### src/rtl/tohost_monitor_pkg.sv
// rtl/tohost_monitor_pkg.sv - shared constants, state codes and tohost hit decode
package tohost_monitor_pkg;

    localparam logic [31:0] DEFAULT_TOHOST_ADDR = 32'h0000_1000;
    localparam logic [31:0] TOHOST_PASS         = 32'd1;

    typedef logic [2:0] state_t;

    localparam state_t ST_IDLE    = 3'd0;
    localparam state_t ST_RUN     = 3'd1;
    localparam state_t ST_PASS    = 3'd2;
    localparam state_t ST_FAIL    = 3'd3;
    localparam state_t ST_TIMEOUT = 3'd4;

    // Word-granular compare; only full-word stores count as a tohost write.
    function automatic logic tohost_hit(input logic        we,
                                        input logic [29:0] addr_word,
                                        input logic [3:0]  be,
                                        input logic [29:0] base_word);
        return we && (addr_word == base_word) && (be == 4'hF);
    endfunction

endpackage

### src/rtl/sat_counter.sv
// rtl/sat_counter.sv - saturating up-counter with synchronous clear
module sat_counter #(
    parameter int W = 32
) (
    input  logic         clk,
    input  logic         rst,
    input  logic         clr,
    input  logic         inc,
    output logic [W-1:0] q
);

    always_ff @(posedge clk or negedge rst) begin
        if (!rst) begin
            q <= '0;
        end else if (clr) begin
            q <= '0;
        end else if (inc && (q != '1)) begin
            q <= q + W'(1);
        end
    end

endmodule

### src/rtl/tohost_monitor.sv
// rtl/tohost_monitor.sv - snoops riscv-tests tohost stores and registers a verdict
module tohost_monitor
    import tohost_monitor_pkg::*;
#(
    parameter logic [31:0] TOHOST_ADDR = DEFAULT_TOHOST_ADDR,
    parameter int          MAX_CYCLES  = 5000,
    parameter int          CNT_W       = 32
) (
    input  logic             clk,
    input  logic             rst,
    input  logic             start,
    input  logic             clear,
    input  logic             mem_we,
    input  logic [31:0]      mem_addr,
    input  logic [31:0]      mem_wdata,
    input  logic [3:0]       mem_be,
    input  logic             retire,
    output logic             halt,
    output logic             done,
    output logic             pass,
    output logic             fail,
    output logic             timeout,
    output logic [30:0]      test_num,
    output logic [CNT_W-1:0] cycle_count,
    output logic [CNT_W-1:0] retire_count
);

    localparam logic [CNT_W-1:0] WD_LAST = CNT_W'(MAX_CYCLES - 1);

    state_t      state, state_n;
    logic [30:0] test_num_n;
    logic        hit;
    logic        running;
    logic        unused_addr_bits;

    assign unused_addr_bits = ^mem_addr[1:0];
    assign hit     = tohost_hit(mem_we, mem_addr[31:2], mem_be, TOHOST_ADDR[31:2]);
    assign running = (state == ST_RUN);

    // A hit with a decodable verdict outranks the watchdog in the same cycle.
    always_comb begin
        state_n    = state;
        test_num_n = test_num;
        if (clear) begin
            state_n    = ST_IDLE;
            test_num_n = '0;
        end else begin
            case (state)
                ST_IDLE: begin
                    if (start) state_n = ST_RUN;
                end
                ST_RUN: begin
                    if (hit && (mem_wdata == TOHOST_PASS)) begin
                        state_n = ST_PASS;
                    end else if (hit && mem_wdata[0]) begin
                        state_n    = ST_FAIL;
                        test_num_n = mem_wdata[31:1];
                    end else if (cycle_count == WD_LAST) begin
                        state_n = ST_TIMEOUT;
                    end
                end
                default: ;
            endcase
        end
    end

    always_ff @(posedge clk or negedge rst) begin
        if (!rst) begin
            state    <= ST_IDLE;
            test_num <= '0;
        end else begin
            state    <= state_n;
            test_num <= test_num_n;
        end
    end

    assign pass    = (state == ST_PASS);
    assign fail    = (state == ST_FAIL);
    assign timeout = (state == ST_TIMEOUT);
    assign done    = pass | fail | timeout;
    assign halt    = done;

    sat_counter #(.W(CNT_W)) u_cycle_cnt (
        .clk (clk),
        .rst (rst),
        .clr (clear),
        .inc (running),
        .q   (cycle_count)
    );

    sat_counter #(.W(CNT_W)) u_retire_cnt (
        .clk (clk),
        .rst (rst),
        .clr (clear),
        .inc (running && retire),
        .q   (retire_count)
    );

endmodule
### config.mk
export PLATFORM = sky130hd
export DESIGN_NAME = tohost_monitor
export DESIGN_NICKNAME = d
export VERILOG_FILES = /design/src/rtl/tohost_monitor_pkg.sv /design/src/rtl/sat_counter.sv /design/src/rtl/tohost_monitor.sv
export SDC_FILE = /design/constraint.sdc
export NUM_CORES = 1
export LEC_CHECK = 0
export CORE_MARGIN = 5
export CORE_UTILIZATION = 45
export CTS_CLUSTER_SIZE = 28
export DETAILED_ROUTE_END_ITERATION = 10
export PLACE_DENSITY = 0.78
export SYNTH_ARGS = -nofsm -noshare
export SYNTH_HDL_FRONTEND = slang
export SYNTH_HIERARCHICAL = 1
export SYNTH_SLANG_ARGS = --single-unit
### constraint.sdc
create_clock -name clk -period 3.75 [get_ports clk]
set_input_delay 0.75 -clock clk [delete_from_list [all_inputs] [get_ports clk]]
set_output_delay 0.75 -clock clk [all_outputs]
set_load 0.01 [all_outputs]
==> results of run 1 <==
==> sequential cells by signal, indices dropped and copies added, names as in the netlist <==
signal          cells
state               3
test_num           31
u_cycle_cnt/q      32
u_retire_cnt/q     32
==> worst max-delay path by stage <==
stage	start	to	slack, ns
2_1_floorplan	state[1]$_DFFE_PN0P_	u_cycle_cnt/q[29]$_DFFE_PN0P_	0.94
3_3_place_gp	retire	u_retire_cnt/q[31]$_DFFE_PN0P_	0.71
3_5_place_dp	retire	u_retire_cnt/q[27]$_DFFE_PN0P_	0.62
4_1_cts	state[0]$_DFFE_PN0P_	u_retire_cnt/q[31]$_DFFE_PN0P_	0.95
5_1_grt	state[0]$_DFFE_PN0P_	u_retire_cnt/q[31]$_DFFE_PN0P_	0.71
6_report	state[0]$_DFFE_PN0P_	u_retire_cnt/q[27]$_DFFE_PN0P_	0.93
==> placed cells by master, fill, tap and decap left out, types with 10 or more instances in the layout <==
cell             netlist  routed
clkdlybuf4s50_1        0     169
dfrtp_1               98      98
nor2_1                49      49
o21ai_0               44      44
nand2b_1              33      33
nand4b_1              33      33
a21oi_1               29      29
nor4_1                26      26
nand2_1               26      26
nand3_1               25      25
nand4_1               18      18
or3_1                 18      18
xnor2_1               16      16
and3_1                14      14
inv_1                 12      12
buf_4                  4      10
==> power breakdown <==
group / total, W / internal (W) / switching [W]
Combinational: 0.000188 / 0.000101 / 0.0000869
Clock: 0.000997 / 0.000601 / 0.000396
Sequential: 0.00107 / 0.00106 / 0.00000746
==> routing by layer <==
metal / vias up / share of wire / track usage
met5: - / 0 / 0
met4: 0 / 0.016 / 0.0721
met3: 22 / 0.046 / 0.0364
met2: 173 / 0.51 / 0.382
met1: 2638 / 0.42 / 0.284
li1: 2528 / - / -
==> cells by family (layout without fill, tap and decap cells) <==
kind of cell             after synthesis  in the layout  share of synthesized area
AND/OR/NAND/NOR                      300            300                      0.332
AO/OA/AOI/OAI                        115            115                      0.133
flip-flops                            98             98                      0.439
buffers and inverters                 43            208                     0.0347
XOR/XNOR                              23             23                     0.0361
multiplexers                          10             10                     0.0204
adder cells (fa/ha/maj)                2              2                    0.00448
==> area by class of cell <==
cell class                 count  area (um2)  area share
clock buffer                  11         243      0.0313
sequential                    98        2450       0.316
tap                          168         210      0.0271
clock inverter                 5        77.6      0.0100
inverter                      12        45.0     0.00581
timing repair buffer         180        1790       0.230
multi-input combinational    450        2940       0.379
==> metrics by stage <==
step / setup WS [ns] / hold slack (ns) / power [W] / std cells / instance area (um2)
after CTS: 0.948 / 0.326 / 0.00227 / 924 / 7750
after global placement: 0.711 / 0.525 / 0.00127 / 908 / 7430
after floorplan: 0.942 / 0.454 / 0.00115 / 591 / 5580
after global routing: 0.705 / 0.345 / 0.00233 / 924 / 7750
after detailed placement: 0.625 / 0.527 / 0.00128 / 908 / 7430
final: 0.927 / 0.325 / 0.00225 / 924 / 7750
==> metrics, run 1 <==
first-pass GRT wire length about 27000 um; diode count 0; initial antenna violation count 0; Routed Antenna Nets 0; total die area between 10000 and 15000 um2; post-cts sizing count 0; TritonCTS Buffers 9; TNS Setup 0 ns; Worst EP arrival approximately 3.1 ns; area of the mapped netlist approximately 5600 um2; Stages on worst setup path 8; Tot GR Track Use 0.222; io pins around 170; largest net degree at the start of global routing 65; RSZ-0062 raised after global routing false; Area growth syn-to-layout 38.9%; share of layout cells above drive strength 1 0.0741; worst r2r src state[0]$_DFFE_PN0P_; Pwr Density roughly 290 nW/um2; post-detail-place hpwl approximately 12000 um; clock root cell clkbuf_16; Yosys top cell by area dfrtp_1; Max FO, Critical Path 19; maximum vdd drop 0.244 mV; GRT overflow 0; most frequent cell after synthesis dfrtp_1; Fin. Hold Viols 0; Syn Inst Count roughly 600; fin crit share 0.753; Fmax achieved around 0.35 GHz; Fill cells 1003; Worst R2R End u_retire_cnt/q[27]$_DFFE_PN0P_; Pre-Repair DR Iteration Count 5; DRC viols 0; Critical Path RT roughly 4.0 ns; Routed WL per cell 17.7 um; port bufs approximately 170; r2r setup slk a little over 0.9 ns; reg2reg path depth 8; total core area between 10000 and 15000 um2; vias in the first global route 5329; Least-Margin Pin Slew just over 0.7 ns; syn avg cell area 9.44 um2; Routed WL 16400 um; cts hold-fix bufs 0; startpoint types flop; Initial Utilization 0.463; top area cells in the synthesized netlist dfrtp_1 44%, nand4b_1 5.2%, o21ai_0 3.9%; Critical-path top delay cell dfrtp_1; sequential fraction of the synthesis area 0.439; CP Capture Type flop; Clock Skews 0.00721 ns; MaxCap Viol Count 0; routability cong. ~0.87; row count 40; top post-synthesis cells by count 98 x dfrtp_1, 49 x nor2_1, 44 x o21ai_0; H-tree level count 3; critical path's largest stage delay ~0.45 ns; Die W around 120 um; Yosys cell types between 60 and 70; Leak Pwr a little under 3 nW; crit-path leading delay family simple AND/OR/NAND/NOR gates; die extent in y 121 um; Crit Path Class flop to flop; crit path cell chain nor3b_2, buf_4, and2_1, and3_1, nand4_1, a21o_1, nor4_1, mux2_2; ys flop type dfrtp_1; Max Slew Vio Count 0; Final min period about 2.8 ns; Hold WC Path Type input port to asynchronous set/reset pin; warnings from Yosys 6; clk_lat worst skew around 0.35 ns; synthesized flop and latch total just under 100; initial DRC count around 430; Syn Nets between 600 and 700; worst path bufs/invs 1; CTS sink count slightly below 100; Total Nets Final a little over 800; status finished, final reports clean; postcts setup bufs 0; CTS tree yes; routed via count ~5400; CTS clock-pin slew for the worst setup and hold paths roughly 0.070 ns; Via-to-Cell Ratio 5.80; Synth top area share 0.439; EDFF count, synth 0; Finish-stage setup viols 0; Relative slew margins 0.510; Async S/R FF share, synth 1.00; clk buf depth 2; Finished Core Util 0.643
Power figures use the tool's default switching activity.
==> run 2: changes to the inputs <==
Settings changed: CORE_UTILIZATION 45 to 43.
Clock period 3.75 ns to 2.37 ns, I/O delays scaled along.
==> run 2 against run 1 <==
Effect of this change:
- die area is 4.3% higher
- fmax increased by 25%
- non-clock buffer count increased by 34
- register-to-register slack lost 0.82 ns
- sequential share of layout area shrank 1.3 points
- utilization shrank 0.39 points
- global-route usage shrank 0.054 points
- via count grew 2.9%
- setup slack got worse by 0.82 ns
- clock skew decreased by 0.00081 ns
- critical path depth shrank 1
- critical endpoint is now u_retire_cnt/q[31]$_DFFE_PN0P_
- largest cell class unchanged
==> metrics, run 2 (synthesized netlist as in run 1, its figures left out) <==
crit path cell chain nor3b_4, and2_4, and3_4, nand4_1, a21o_2, nor4_2, mux2_2; final worst slack 0.112 ns (-0.815 ns); total core area 12700 um2 (+5.1%); initial DRC count 438 (+1.2%); r2r setup slk 0.11 ns (-0.82 ns); Worst EP arrival 2.50 ns (-0.55 ns); worst r2r src state[1]$_DFFE_PN0P_; Critical-path top delay cell dfrtp_1; Flop pwr share 0.465 (-0.009); maximum vdd drop 0.522 mV (+110%); Pre-Repair DR Iteration Count 4 (-1); Final min period 2.26 ns (-0.565 ns); largest net degree at the start of global routing 76 (+17%); worst hold margin 0.0790 ns (-0.246 ns); grt met2 use 0.391 (+0.00897); Routed WL 16800 um (+2.6%); clk_lat worst skew 0.35 ns (about the same); post-detail-place hpwl 12700 um (+7.0%); startpoint types flop; routability cong. 0.897 (+3.0%); Worst R2R End u_retire_cnt/q[31]$_DFFE_PN0P_; io pins 174 (unchanged); share of layout cells above drive strength 1 0.122 (+0.0474); CTS sink count 98 (unchanged); Die W 124 um (+2.1%); Area growth syn-to-layout 45.1%; Hold WC Path Type input port to asynchronous set/reset pin; Via-to-Cell Ratio 5.74 (-1.1%); vias in the first global route 5500 (+3.2%); Critical Path RT 2.61 ns (-1.37 ns); Crit Path Class flop to flop; die extent in y 124 um (+2.1%); fin crit share 0.953 (+0.200); critical path's largest stage delay 0.41 ns (-0.04 ns); TritonCTS Buffers 9 (unchanged); Clk network pwr share 0.449 (+0.006); port bufs 171 (unchanged); row count 41 (+2.5%); CTS clock-pin slew for the worst setup and hold paths 0.07 ns (about the same); P_sw 0.000814 W (+66%); GRT overflow 0 (unchanged); Fmax achieved 0.443 GHz (+25%); grt met3 use 0.0554 (+0.0190); Fin. Hold Viols 0 (unchanged); Max FO, Critical Path 10 (-9); Initial Utilization 0.441 (-0.0223); logic gate share of total power 0.085 (+0.002); diode count 0 (unchanged); Routed WL per cell 17.5 um (-1.5%); Pwr Density 448 nW/um2 (+54%); cell-internal power 0.00281 W (+60%); reg2reg path depth 7 (-1); DP Worst Slack -0.187 ns (-0.812 ns); most used routing layer met2; top flop regs u_cycle_cnt/q: 32 flops, u_retire_cnt/q: 32 flops, test_num: 31 flops; routed via count 5519 (+2.9%); RSZ-0062 raised after global routing false; initial antenna violation count 0 (unchanged); clk buf depth 2 (unchanged); Max Slew Vio Count 0 (unchanged); Least-Margin Pin Slew 0.700 ns (-0.0281 ns); Finish-stage setup viols 0 (unchanged); postcts setup bufs 0 (unchanged); Routed Antenna Nets 0 (unchanged); Clock Skews 0.00640 ns (-0.000807 ns); CTS tree yes; Sw Ratio 0.224 (+0.00651); MaxCap Viol Count 0 (unchanged); DRC viols 0 (unchanged); most common cell after layout, fill and taps aside clkdlybuf4s50_1; total die area 15400 um2 (+4.3%); Relative slew margins 0.530 (+0.0196); most frequent cells in the layout 167 x clkdlybuf4s50_1, 98 x dfrtp_1, 49 x nor2_1, 44 x o21ai_0, 41 x buf_4; first-pass GRT wire length 27200 um (+1.7%); CP Capture Type flop; Crit. Startpoint state[1]$_DFFE_PN0P_; met1 GRT Util 0.264 (-0.0202); H-tree level count 3 (unchanged); Leak Pwr 3.16 nW (+8.0%); clock root cell clkbuf_16; Total Nets Final 861 (+4.1%); status finished, final reports clean; Tot GR Track Use 0.222 (-0.000544)
[run 2: cell count changes in the layout (fill, tap and decap cells not counted), moves of 2 or more]
cell / delta
clkinv_2: -2
buf_12: +3
buf_4: +31
dlymetal6s2s_1: +2
inv_6: +2
clkinv_4: +2
clkdlybuf4s50_1: -2
[run 2: worst max path at each step]
| stage | endpoint | slack [ns] | cells past startpoint |
|---|---|---|---|
| after floorplan | u_retire_cnt/q[31]$_DFFE_PN0P_ | 0.02 | 9 |
| after global placement | u_retire_cnt/q[19]$_DFFE_PN0P_ | -0.14 | 8 |
| after detailed placement | u_retire_cnt/q[19]$_DFFE_PN0P_ | -0.19 | 8 |
| after CTS | done | 0.004 | 5 |
| after global routing | u_cycle_cnt/q[29]$_DFFE_PN0P_ | 0.0004 | 6 |
| final | u_retire_cnt/q[31]$_DFFE_PN0P_ | 0.11 | 7 |
[run 2: power by group through the flow]
| stage | sequential, W | combinational [W] | clock, W |
|---|---|---|---|
| finish | 0.00169 | 0.000309 | 0.00163 |
| global route | 0.00169 | 0.000338 | 0.00174 |
| CTS | 0.00169 | 0.000312 | 0.00166 |
| detailed placement | 0.00172 | 0.000311 | 0 |
| global placement | 0.00172 | 0.000306 | 0 |
| floorplan | 0.00172 | 0.0000961 | 0 |
[run 2: timing repair]
action	CTS	global route
gates resized for setup	1	4
hold buffers	0	0
endpoints found under the setup margin	2	9
cloned	0	0
hold endpoints to repair	0	0
[run 2: per-stage QoR]
stage | utilization | TNS [ns] | instance area [um2] | power (W) | std cells
after global placement | 0.612 | -1.93 | 7750 | 0.00203 | 946
final | 0.639 | 0 | 8100 | 0.00363 | 962
after global routing | 0.639 | 0 | 8100 | 0.00376 | 962
after CTS | 0.639 | 0 | 8090 | 0.00366 | 962
after floorplan | - | 0 | 5620 | 0.00182 | 591
after detailed placement | 0.612 | -3.62 | 7750 | 0.00203 | 946
[run 2: layout make-up]
class                   count  area, um2
repair buffers            214       2080
clock buffers              10        239
flip-flops and latches     98       2450
fillers                  1038       4570
clock inverters             6       95.1
well taps                 172        215
inverters                  12       45.0
multi-input cells         450       2970
[run 2: routing by layer]
metal / up-vias / share of wire
met4: 0 / 0.022
met5: - / 0
met2: 187 / 0.51
li1: 2601 / -
met1: 2694 / 0.41
met3: 37 / 0.058
[run 2: critical path: cells and delay by family, from the launching register on]
family          cells  cell delay, ns
compound gates      1            0.30
simple gates        5            1.06
flops               1            0.41
mux                 1            0.37
==> variant: new RTL, settings of run 2 <==
Set the parameter `CNT_W` to 48 (it was 32).
--- a/src/rtl/tohost_monitor.sv
+++ b/src/rtl/tohost_monitor.sv
@@ -4,7 +4,7 @@
 #(
     parameter logic [31:0] TOHOST_ADDR = DEFAULT_TOHOST_ADDR,
     parameter int          MAX_CYCLES  = 5000,
-    parameter int          CNT_W       = 32
+    parameter int          CNT_W       = 48
 ) (
     input  logic             clk,
     input  logic             rst,
Interface: changed (resized cycle_count and retire_count); port bits go from 174 to 206. The function was not compared with the original's and may differ.
==> variant against run 2 <==
Core utilization up 4.3 points. Sequential share of layout area down 2.9 points. Setup slack worse by 0.11 ns. Power up 58%. Global-route usage up 2.4 points. Synthesized area up 38%. Sequential cell count up 32. Cell area up 47%. Wire length up 60%. Critical path type unchanged. Largest power group is now the clock network.
==> variant: results (changes against run 2) <==
\begin{tabular}{lr}
\hline
Metric & Value \\
\hline
\multicolumn{2}{l}{\textbf{Status}} \\
Status & complete, no violations \\
\multicolumn{2}{l}{\textbf{Clocking}} \\
H-tree depth & 4 (+1) \\
Number of CTS-inserted buffers & 17 (+8) \\
Worst-Skew Late Latency & 0.42 ns (+0.07 ns) \\
Buffer levels on the longest clock path & 2 (unchanged) \\
\multicolumn{2}{l}{\textbf{Drt}} \\
Violation count after the first detailed-routing iteration & 972 (+120\%) \\
Drt total wl & 26.89 mm (+60\%) \\
First-pass DRT Iterations & 6 (+2) \\
Routed via count divided by cell count & 6.028 (+5.1\%) \\
\multicolumn{2}{l}{\textbf{Timing}} \\
Fmax & 422.2 MHz (-4.7\%) \\
Minimum hold slack & 0.1137 ns (+0.03465 ns) \\
Transition at the pin with the smallest max-transition slack & 0.7826 ns (+0.08291 ns) \\
Max Clock Skew & 0.01068 ns (+0.004284 ns) \\
\multicolumn{2}{l}{\textbf{Place}} \\
Post-DP HPWL & 18.12 mm (+43\%) \\
Post-Place Setup Slack & -0.2874 ns (-0.09993 ns) \\
Count of buffers inserted at the top-level ports & 203 (+19\%) \\
Gp weighted congestion & 0.9288 (+3.5\%) \\
\multicolumn{2}{l}{\textbf{Worst setup path}} \\
Crit path launch type & register \\
Number of cell instances on the worst register-to-register path & 7 (unchanged) \\
RR Endpoint & u\_cycle\_cnt/q[28]\$\_DFFE\_PN0P\_ \\
Endpoint class of the critical path & register \\
Worst-path maximum fanout & 8 (-2) \\
Flop-to-flop setup slack & 0.001 ns (-0.11 ns) \\
Critical path arrival & 2.67 ns (+0.17 ns) \\
Standard cell with the maximum stage delay on the critical path & or4\_4 \\
Delay of the slowest critical-path stage & 0.55 ns (+0.14 ns) \\
Worst Setup SP & u\_cycle\_cnt/q[9]\$\_DFFE\_PN0P\_ \\
\multicolumn{2}{l}{\textbf{Final layout}} \\
Nets@finish & 1238 (+44\%) \\
Top Registers & u\_cycle\_cnt/q (48), u\_retire\_cnt/q (48), test\_num (31) \\
Share of post-route cells with drive strength above 1 & 0.2417 (+0.1202) \\
\multicolumn{2}{l}{\textbf{Synthesis}} \\
Ranking of synthesized cells by instance count & dfrtp\_1 (130), nor2\_1 (91), a21oi\_1 (58), nand2\_1 (57), nand4\_1 (48) \\
Net count after synthesis & 902 (+35\%) \\
Top\_reg\_cell synth & dfrtp\_1 \\
Number of distinct library cells after synthesis & 50 (-22\%) \\
Leading post-synthesis cells by cell area & dfrtp\_1 (42\%), mux2\_2 (5.3\%), nor2\_1 (4.4\%) \\
Share of synthesized area occupied by flip-flops and latches & 0.4237 (-0.01570) \\
\multicolumn{2}{l}{\textbf{GRT}} \\
GRT Resource Usage Total & 0.2451 (+0.02354) \\
First-pass GRT wire length & 41.20 mm (+52\%) \\
Maximum number of pins on one net before global-route repair & 131 (+72\%) \\
Vias in the first global route & 8052 (+46\%) \\
\multicolumn{2}{l}{\textbf{Power}} \\
Static Leak & 4.986 nW (+58\%) \\
Maximum ir drop on the vdd rail & 0.5478 mV (+4.9\%) \\
\hline
\end{tabular}
[variant: changes by cell type in the layout (fill, tap and decap cells not counted), sizes merged, moves of 30 or more]
cell	change
or4	+33
nand4	+30
nand2	+31
nor2	+42
clkdlybuf4s50	+32
nand2b	-32
nand4b	-31
dfrtp	+32
buf	+111
[variant: cells by family (layout without fill, tap and decap cells)]
logic type,after synthesis,after routing,synth area share
buffers and inverters,49,398,0.02933
AOI/OAI and AO/OA,122,122,0.09500
xor gates and xnor gates,6,6,0.006844
DFF,130,130,0.4237
muxes,68,68,0.09467
and+or+nand+nor,449,449,0.3472
adders and majority gates,2,2,0.003258
[variant: area by class of cell]
class / instances / area [um2]
well taps: 225 / 281.5
clock inverters: 10 / 132.6
inverters: 9 / 36.28
clock buffers: 22 / 464.2
multi-input cells: 647 / 4434
flip-flops and latches: 130 / 3254
repair buffers: 357 / 3272
fillers: 1352 / 5542
[variant: per-layer routing]
layer,vias up,GRT usage,part of all wire
li1,3838,-,-
met1,4016,0.3314,0.40
met2,497,0.3980,0.48
met3,88,0.04892,0.095
met4,0,0.07780,0.024
met5,-,0,0
[variant: worst reg2reg max path, stage by stage, from the launching register on]
cell	delay, ns
dfrtp_1	0.36
buf_4	0.15
nand4_1	0.34
or4_4	0.55
nor4_4	0.22
buf_4	0.24
nor4_1	0.11
mux2_2	0.29
[variant: through the flow]
step | power, mW | instances | cell area, um2
2_1_floorplan | 2.590 | 826 | 7745
3_3_place_gp | 3.009 | 1361 | 11030
3_5_place_dp | 3.023 | 1361 | 11030
4_1_cts | 5.735 | 1395 | 11690
5_1_grt | 5.921 | 1400 | 11880
6_report | 5.729 | 1400 | 11880
[variant: repair_timing]
item,4_1_cts,5_1_grt
setup endpoints to repair,26,53
gates resized for setup,8,32
buffers inserted,2,4
gates cloned,0,1
pin swaps,1,12
[variant: power by group]
part           switching (mW)  total [mW]  internal [mW]
logic                   0.428       0.760          0.332
registers              0.0237        2.27           2.24
clock network           0.997        2.70           1.70
total                    1.45        5.73           4.28
[variant: worst min-delay path by stage]
stage,endpoint,depth (start not counted),start
finish,u_retire_cnt/q[5]$_DFFE_PN0P_,2,rst
global route,u_retire_cnt/q[6]$_DFFE_PN0P_,2,rst
CTS,u_retire_cnt/q[5]$_DFFE_PN0P_,2,rst
detailed placement,test_num[5]$_DFFE_PN0P_,2,test_num[5]$_DFFE_PN0P_
global placement,test_num[30]$_DFFE_PN0P_,2,test_num[30]$_DFFE_PN0P_
floorplan,state[0]$_DFFE_PN0P_,0,rst
